==> src/rtl/z_mon_pkg.sv <==
// Shared types, default widths and helpers for the z-output run monitor.
package z_mon_pkg;

    typedef enum logic {
        IDLE = 1'b0,
        RUN  = 1'b1
    } run_state_e;

    localparam int DEF_LEN_W = 4;
    localparam int DEF_CNT_W = 8;

    // Increment that sticks at max_value instead of wrapping; callers
    // truncate the result back to their own width.
    function automatic logic [31:0] sat_inc(input logic [31:0] value,
                                            input logic [31:0] max_value);
        logic [31:0] result;
        if (value >= max_value) begin
            result = max_value;
        end else begin
            result = value + 32'd1;
        end
        return result;
    endfunction

endpackage

==> src/rtl/z_run_reporter_slot.sv <==
// One-deep valid/ready holding register for a completed-run report.
// A load while full and not draining is refused and flagged on drop.
module rpt_slot #(
    parameter int W = 5
) (
    input  logic         clk,
    input  logic         rst,
    input  logic         load,
    input  logic [W-1:0] data,
    input  logic         ready,
    output logic         valid,
    output logic [W-1:0] q,
    output logic         drop
);

    logic         valid_q;
    logic         valid_d;
    logic [W-1:0] q_q;
    logic [W-1:0] q_d;

    // Next-state for the slot: a load wins when the slot is empty or draining.
    always_comb begin
        valid_d = valid_q;
        q_d     = q_q;
        if (load && (!valid_q || ready)) begin
            valid_d = 1'b1;
            q_d     = data;
        end else if (valid_q && ready) begin
            valid_d = 1'b0;
        end else begin
            valid_d = valid_q;
        end
    end

    // Slot storage with synchronous reset; payload holds while not transferred.
    always_ff @(posedge clk) begin
        if (rst) begin
            valid_q <= 1'b0;
            q_q     <= {W{1'b0}};
        end else begin
            valid_q <= valid_d;
            q_q     <= q_d;
        end
    end

    assign valid = valid_q;
    assign q     = q_q;
    assign drop  = load && valid_q && !ready;

endmodule

==> src/rtl/z_run_reporter.sv <==
// Measures runs of consecutive high samples of the detector's z output and
// emits one report per completed run, with a saturating completed-run count
// and a sticky overflow flag for reports dropped on a full slot.
module z_run_reporter
    import z_mon_pkg::*;
#(
    parameter int LEN_W = DEF_LEN_W,
    parameter int CNT_W = DEF_CNT_W
) (
    input  logic             clk,
    input  logic             rst,
    input  logic             z,
    input  logic             rpt_ready,
    output logic             rpt_valid,
    output logic [LEN_W-1:0] rpt_len,
    output logic             rpt_sat,
    output logic [CNT_W-1:0] run_count,
    output logic             overflow
);

    localparam logic [31:0] LEN_MAX = (32'd1 << LEN_W) - 32'd1;
    localparam logic [31:0] CNT_MAX = (32'd1 << CNT_W) - 32'd1;

    run_state_e       state_q;
    logic [LEN_W-1:0] len_q;
    logic             sat_q;
    logic [CNT_W-1:0] cnt_q;
    logic             ovf_q;

    logic [LEN_W-1:0] len_inc_d;
    logic [CNT_W-1:0] cnt_inc_d;
    logic             complete_s;
    logic             drop_s;
    logic [LEN_W:0]   slot_q_s;

    // Saturating increments of the length counter and completed-run counter.
    always_comb begin
        len_inc_d = LEN_W'(sat_inc(32'(len_q), LEN_MAX));
        cnt_inc_d = CNT_W'(sat_inc(32'(cnt_q), CNT_MAX));
    end

    // A run completes on the first low sample while in RUN.
    assign complete_s = (state_q == RUN) && !z;

    // Run FSM with length counter, saturation flag, run count and overflow.
    always_ff @(posedge clk) begin
        if (rst) begin
            state_q <= IDLE;
            len_q   <= {LEN_W{1'b0}};
            sat_q   <= 1'b0;
            cnt_q   <= {CNT_W{1'b0}};
            ovf_q   <= 1'b0;
        end else begin
            case (state_q)
                IDLE: begin
                    if (z) begin
                        state_q <= RUN;
                        len_q   <= LEN_W'(32'd1);
                        sat_q   <= (LEN_MAX == 32'd1);
                    end
                end
                RUN: begin
                    if (z) begin
                        len_q <= len_inc_d;
                        sat_q <= sat_q || (32'(len_inc_d) == LEN_MAX);
                    end else begin
                        state_q <= IDLE;
                        cnt_q   <= cnt_inc_d;
                    end
                end
                default: begin
                    state_q <= IDLE;
                end
            endcase
            if (drop_s) begin
                ovf_q <= 1'b1;
            end
        end
    end

    rpt_slot #(
        .W(LEN_W + 1)
    ) u_slot (
        .clk  (clk),
        .rst  (rst),
        .load (complete_s),
        .data ({sat_q, len_q}),
        .ready(rpt_ready),
        .valid(rpt_valid),
        .q    (slot_q_s),
        .drop (drop_s)
    );

    assign rpt_len   = slot_q_s[LEN_W-1:0];
    assign rpt_sat   = slot_q_s[LEN_W];
    assign run_count = cnt_q;
    assign overflow  = ovf_q;

endmodule

==> config.mk <==
export PLATFORM = sky130hd
export DESIGN_NAME = z_run_reporter
export DESIGN_NICKNAME = d
export VERILOG_FILES = /design/src/rtl/z_mon_pkg.sv /design/src/rtl/z_run_reporter_slot.sv /design/src/rtl/z_run_reporter.sv
export SDC_FILE = /design/constraint.sdc
export NUM_CORES = 1
export LEC_CHECK = 0
export CORE_MARGIN = 5
export CORE_UTILIZATION = 52
export CTS_BUF_LIST = sky130_fd_sc_hd__clkbuf_4 sky130_fd_sc_hd__clkbuf_8
export CTS_CLUSTER_DIAMETER = 60
export CTS_CLUSTER_SIZE = 28
export DETAILED_ROUTE_END_ITERATION = 6
export PLACE_DENSITY = 0.8
export SLEW_MARGIN = 5
export SYNTH_ARGS = -nofsm -noshare
export SYNTH_HDL_FRONTEND = slang
export SYNTH_SLANG_ARGS = --single-unit
==> constraint.sdc <==
create_clock -name clk -period 2 [get_ports clk]
set_clock_uncertainty 0.1 [all_clocks]
set_input_delay 0.4 -clock clk [delete_from_list [all_inputs] [get_ports clk]]
set_output_delay 0.4 -clock clk [all_outputs]
set_load 0.02 [all_outputs]
# Word level (Yosys, flattened, before mapping)
# Cells that the tools add are included.
[op_classes]
add_sub_neg = 2
magnitude_cmp = 2
n_eq_ne = 3
mux = 11
bitwise_logic = 2
reduce_logical = 13
[op_table]
columns = ["operator", "n"]
rows = [
  ["2-to-1 mux 4 bit", 3],
  ["adder 8 x 1 -> 8 bit, second input constant", 1],
  [">= comparator 8 bit, second input constant", 1],
  ["2-to-1 mux 8 bit", 1],
  ["one-hot mux 4 bit (2 select lines)", 1],
  ["logical AND 1 bit", 5],
  ["2-to-1 mux 1 bit", 5],
  ["adder 4 x 1 -> 4 bit, second input constant", 1],
  ["equality test 4 bit, second input constant", 1],
  [">= comparator 4 bit, second input constant", 1],
  ["inequality test 2 bit, second input constant", 2],
  ["AND reduction 2 bit", 2],
  ["logical NOT 1 bit", 3],
  ["logical OR 1 bit", 2],
  ["NOT 1 bit", 2],
  ["one-hot mux 1 bit (2 select lines)", 1],
  ["nonzero test 2 bit", 1],
]
[totals]
register_bits = 21
inputBits = 4
out_inout_bits = 15
word_cells = 40

# Longest topological paths before layout
[depth]
word_depth = 6
depth_mapped = 5
ltp_nobuf = 4

# Cells and area by module
# A second synthesis with hierarchy kept.
[hier_totals]
hier_cells = 110
hier_area_um2 = 992.2
[modules_own_cells]
columns = ["mod", "n_inst", "cells_per_inst", "area_each_um2", "seq_area_each_um2"]
rows = [
  ["z_run_reporter", 1, 82, 706.9, 300.3],
  ["rpt_slot", 1, 28, 285.3, 120.1],
]

# Worst setup path before layout
# OpenSTA, ideal clock, no wires.
[synth_path]
path_type = "register to register"
startpoint = "reg len_q[0]"
endpoint = "reg sat_q"
setup_ps = 116
arrival_ps = 1446
required_ps = 1784
slack_ps = 338
path_stages_with_launch = 5
path_buffers = 0
period_less_slack_ps = 1662
cell_sequence = "dfxtp_1 ha_1 and4bb_1 or4_1 o211a_1"
[synth_between]
elab_chain_cells = 6
elab_cells_between_ends = 7
cone_classes = "add/sub (1); order compare (1); eq/ne (1); mux (3); reduce/logical (1)"
[synth_rtl]
columns = ["element", "line", "rtl"]
rows = [
  ["from (decl)", "z_run_reporter.sv:25", "logic [LEN_W-1:0] len_q;"],
  ["from (signal assigned)", "z_run_reporter.sv:49", "len_q <= {LEN_W{1'b0}};"],
  ["from (signal assigned)", "z_run_reporter.sv:58", "len_q <= LEN_W'(32'd1);"],
  ["from (signal assigned)", "z_run_reporter.sv:64", "len_q <= len_inc_d;"],
  ["adder 4 x 1 -> 4 bit or >= comparator 4 bit (tied branches)", "z_mon_pkg.sv:20, z_mon_pkg.sv:17", ""],
  ["2-to-1 mux 4 bit *", "z_mon_pkg.sv:17", "if (value >= max_value) begin"],
  ["equality test 4 bit *", "z_run_reporter.sv:65", "sat_q <= sat_q || (32'(len_inc_d) == LEN_MAX);"],
  ["logical OR 1 bit *", "z_run_reporter.sv:65", ""],
  ["2-to-1 mux 1 bit *", "z_run_reporter.sv:63", "if (z) begin"],
  ["one-hot mux 1 bit (2 select lines) *", "z_run_reporter.sv:54", "case (state_q)"],
  ["to (signal assigned)", "z_run_reporter.sv:59", "sat_q <= (LEN_MAX == 32'd1);"],
  ["to (signal assigned)", "z_run_reporter.sv:65", ""],
  ["to (decl)", "z_run_reporter.sv:26", "logic sat_q;"],
]
# Mark *: on every way between the ends. The rest lies on a longest branch, timed or not. The select of a mux whose other input is x is not followed.
# A chain may end at the register's enable or synchronous reset.

# Final worst setup path
[layout_path]
startpoint = "reg cnt_q[7], in the netlist run_count[7]"
endpoint = "out run_count[7]"
[layout_lines]
columns = ["element", "line", "rtl"]
rows = [
  ["from (decl)", "z_run_reporter.sv:27", "logic [CNT_W-1:0] cnt_q;"],
  ["from (signal assigned)", "z_run_reporter.sv:51", "cnt_q <= {CNT_W{1'b0}};"],
  ["from (signal assigned)", "z_run_reporter.sv:68", "cnt_q <= cnt_inc_d;"],
  ["to (decl)", "z_run_reporter.sv:17", "output logic [CNT_W-1:0] run_count,"],
]
# No word-level cell between the ends.

==> impl_metrics.toml <==
[clock_tree]
h-tree-depth = 1
cts_setup_buffers = 0
cts_repair_resize_count = 0
clockBufferDepth = 2
numCtsBuffers = 3
clock-sinks = 21
clock_latency_ns = 0.31
cts_tree = "done"
clk_pin_slew_ns = 0.12
cts_root_buf = "clkbuf_4"
hold_buffers = 0

[routing]
drc_errors = 0
wl_um = 2080
wl_per_cell_um = 13.3
viasPerCell = 5.80
num_vias = 905
drtPass1Iterations = 4
ant_nets = 0
drt-initial-drc-count = 14

[layout]
fin_nets = 138
drive_above_1_share = 0.107
diodes = 0
area_growth_pct = 28.3
final_common_cell = "dfxtp_1"
final_cell_mix = "21 x dfxtp_1, 18 x clkdlybuf4s50_1, 14 x a21oi_1, 9 x nand3_1, 8 x buf_4"
fill_cells = 143
final_util = 0.707
design_area_mm2 = 0.00122

[global_routing]
groute.usage.overall = 0.171
grt_max_degree = 13
grt_pass1_wl_um = 3450
grt_overflow_total = 0
grt_antenna_before_repair = 0
grt_pass1_vias = 778

[floorplanning]
fp.dieH_um = 52.8
ioPinCount = 19
start_util = 0.551
rows = 15
core-area_mm2 = 0.00173
dieArea_mm2 = 0.00279
fp.dieW_um = 52.8

[yosys]
synth_top_flop_cell = "dfxtp_1"
synth_top_area_share = 0.442
seq_area_frac_synth = 0.442
yosysWarnings = 0
synth_cells = 108
syn_avg_cell_area_um2 = 8.82
synth_area_um2 = 952
synth_seq_cells = 21
syn_nets = 114
yosysUniqueCellTypes = 33
synth_top_cell_by_area = "dfxtp_1"
synth_area_leaders = "dfxtp_1 44%, a21oi_1 7.4%, nand3_1 4.7%"
synth-edff-count = 0
async_flop_share = 0

[outcome]
outcome = "completed"

[sta]
layout_min_cycle_time_ns = 1.90
setup_viol = 0
rsz0062_at_grt = "no"
slew_headroom = 0.741
tns_ns = 0
maxSlewViolCount = 0
finalHoldViolations = 0
fmax_mhz = 526
fin_crit_sh = 0.950
setup_ws_ns = 0.100
worst_pin_slew_ns = 0.388
whs_ns = 0.391

[hold_path]
worstHoldPathCells = 2
min_path_type = "flop to flop"
holdCritStartpoint = "sat_q$_SDFFE_PP0P_"
whs_endpoint = "u_slot.q[4]$_SDFFE_PP0P_"

[critical_path]
cp_slowest_stage_delay_ns = 0.64
worstSetupPathType = "flop to primary output"
setup.worst_path.start = "run_count[7]$_SDFFE_PP0P_"
r2r-end = "sat_q$_SDFFE_PP0P_"
reg2reg_depth = 4
worstReg2RegStart = "len_q[1]$_SDFFE_PP0P_"
critPathTopFamily = "buffers and inverters"
critPathMaxFanout = 6
slowest_stage = "clkdlybuf4s50_1"
cp_num_buf_inv = 1
rrSetupSlack_ns = 0.26
endpoint_kind = "primary output"
cp-start-kind = "flop"
required_ns = 1.50
cp.depth = 1
cp.arrival_ns = 1.40
path_cells = "clkdlybuf4s50_1"

[flow_run]
max-cap-violations = 0

[power]
peakVddDrop_mv = 0.480
p_leak_nw = 0.443
powerDensity_mw_per_mm2 = 573

[placed_design]
post-dp-hpwl_um = 1560
place_area_mm2 = 0.00119
portBuffers = 18
place_ws_ns = 0.117
place_congestion = 0.729
==> logic make-up after synthesis <==
logic type	after synthesis	share of synthesized area
buffers and inverters	9	0.0394
adders and majority gates	2	0.0263
AOI/OAI and AO/OA	38	0.246
muxes	1	0.0105
xor gates and xnor gates	1	0.00920
DFF	21	0.442
and+or+nand+nor	36	0.227
==> synthesized netlist by cell type (all sizes together), types with 3 or more instances <==
library cell  count
a211oi            4
a21oi            14
a31oi             3
and3              3
buf               3
clkbuf            4
dfxtp            21
nand2             4
nand2b            5
nand3             9
nor2b             4
o21ai             8
==> worst max-delay path by stage <==
stage                     slack, ns                   endpoint
after global routing          0.001               run_count[3]
after floorplan                0.34         sat_q$_SDFFE_PP0P_
after CTS                      0.08               run_count[7]
after global placement         0.16  run_count[5]$_SDFFE_PP0P_
after detailed placement       0.12  run_count[5]$_SDFFE_PP0P_
final                          0.10               run_count[7]
==> registers in the layout (all words and copies together) (netlist names) <==
register	count
len_q	4
u_slot.q	5
run_count	8
state_q	1
sat_q	1
u_slot.valid	1
overflow	1
==> per-stage QoR <==
stage / total power [mW] / std cells
finish: 0.700 / 156
global route: 0.741 / 156
CTS: 0.710 / 156
detailed placement: 0.501 / 152
global placement: 0.499 / 152
floorplan: 0.472 / 108
==> power by group <==
group / internal [mW] / switching, mW
clock network: 0.0748 / 0.134
registers: 0.424 / 0.00634
logic: 0.0296 / 0.0316
total: 0.529 / 0.172
==> final cells by class <==
class | count | area, um2 | share of cell area
clock buffers | 3 | 22.5 | 0.0184
clock inverters | 1 | 5.00 | 0.00410
well taps | 25 | 31.3 | 0.0256
flip-flops and latches | 21 | 420 | 0.344
repair buffers | 26 | 240 | 0.197
inverters | 2 | 7.51 | 0.00615
multi-input cells | 78 | 494 | 0.405
==> per-layer routing <==
layer  up-vias  GRT usage  part of all wire
met5         -          0                 0
met4         0      0.102             0.021
met3         5     0.0484             0.037
met2        18      0.281              0.48
met1       425      0.194              0.46
li1        457          -                 -
==> worst min-delay path, stage by stage, from the launching register on <==
cell,delay (ns)
dfxtp_1,0.34
nand3_1,0.06
a21oi_1,0.05
Power figures use the tool's default switching activity.
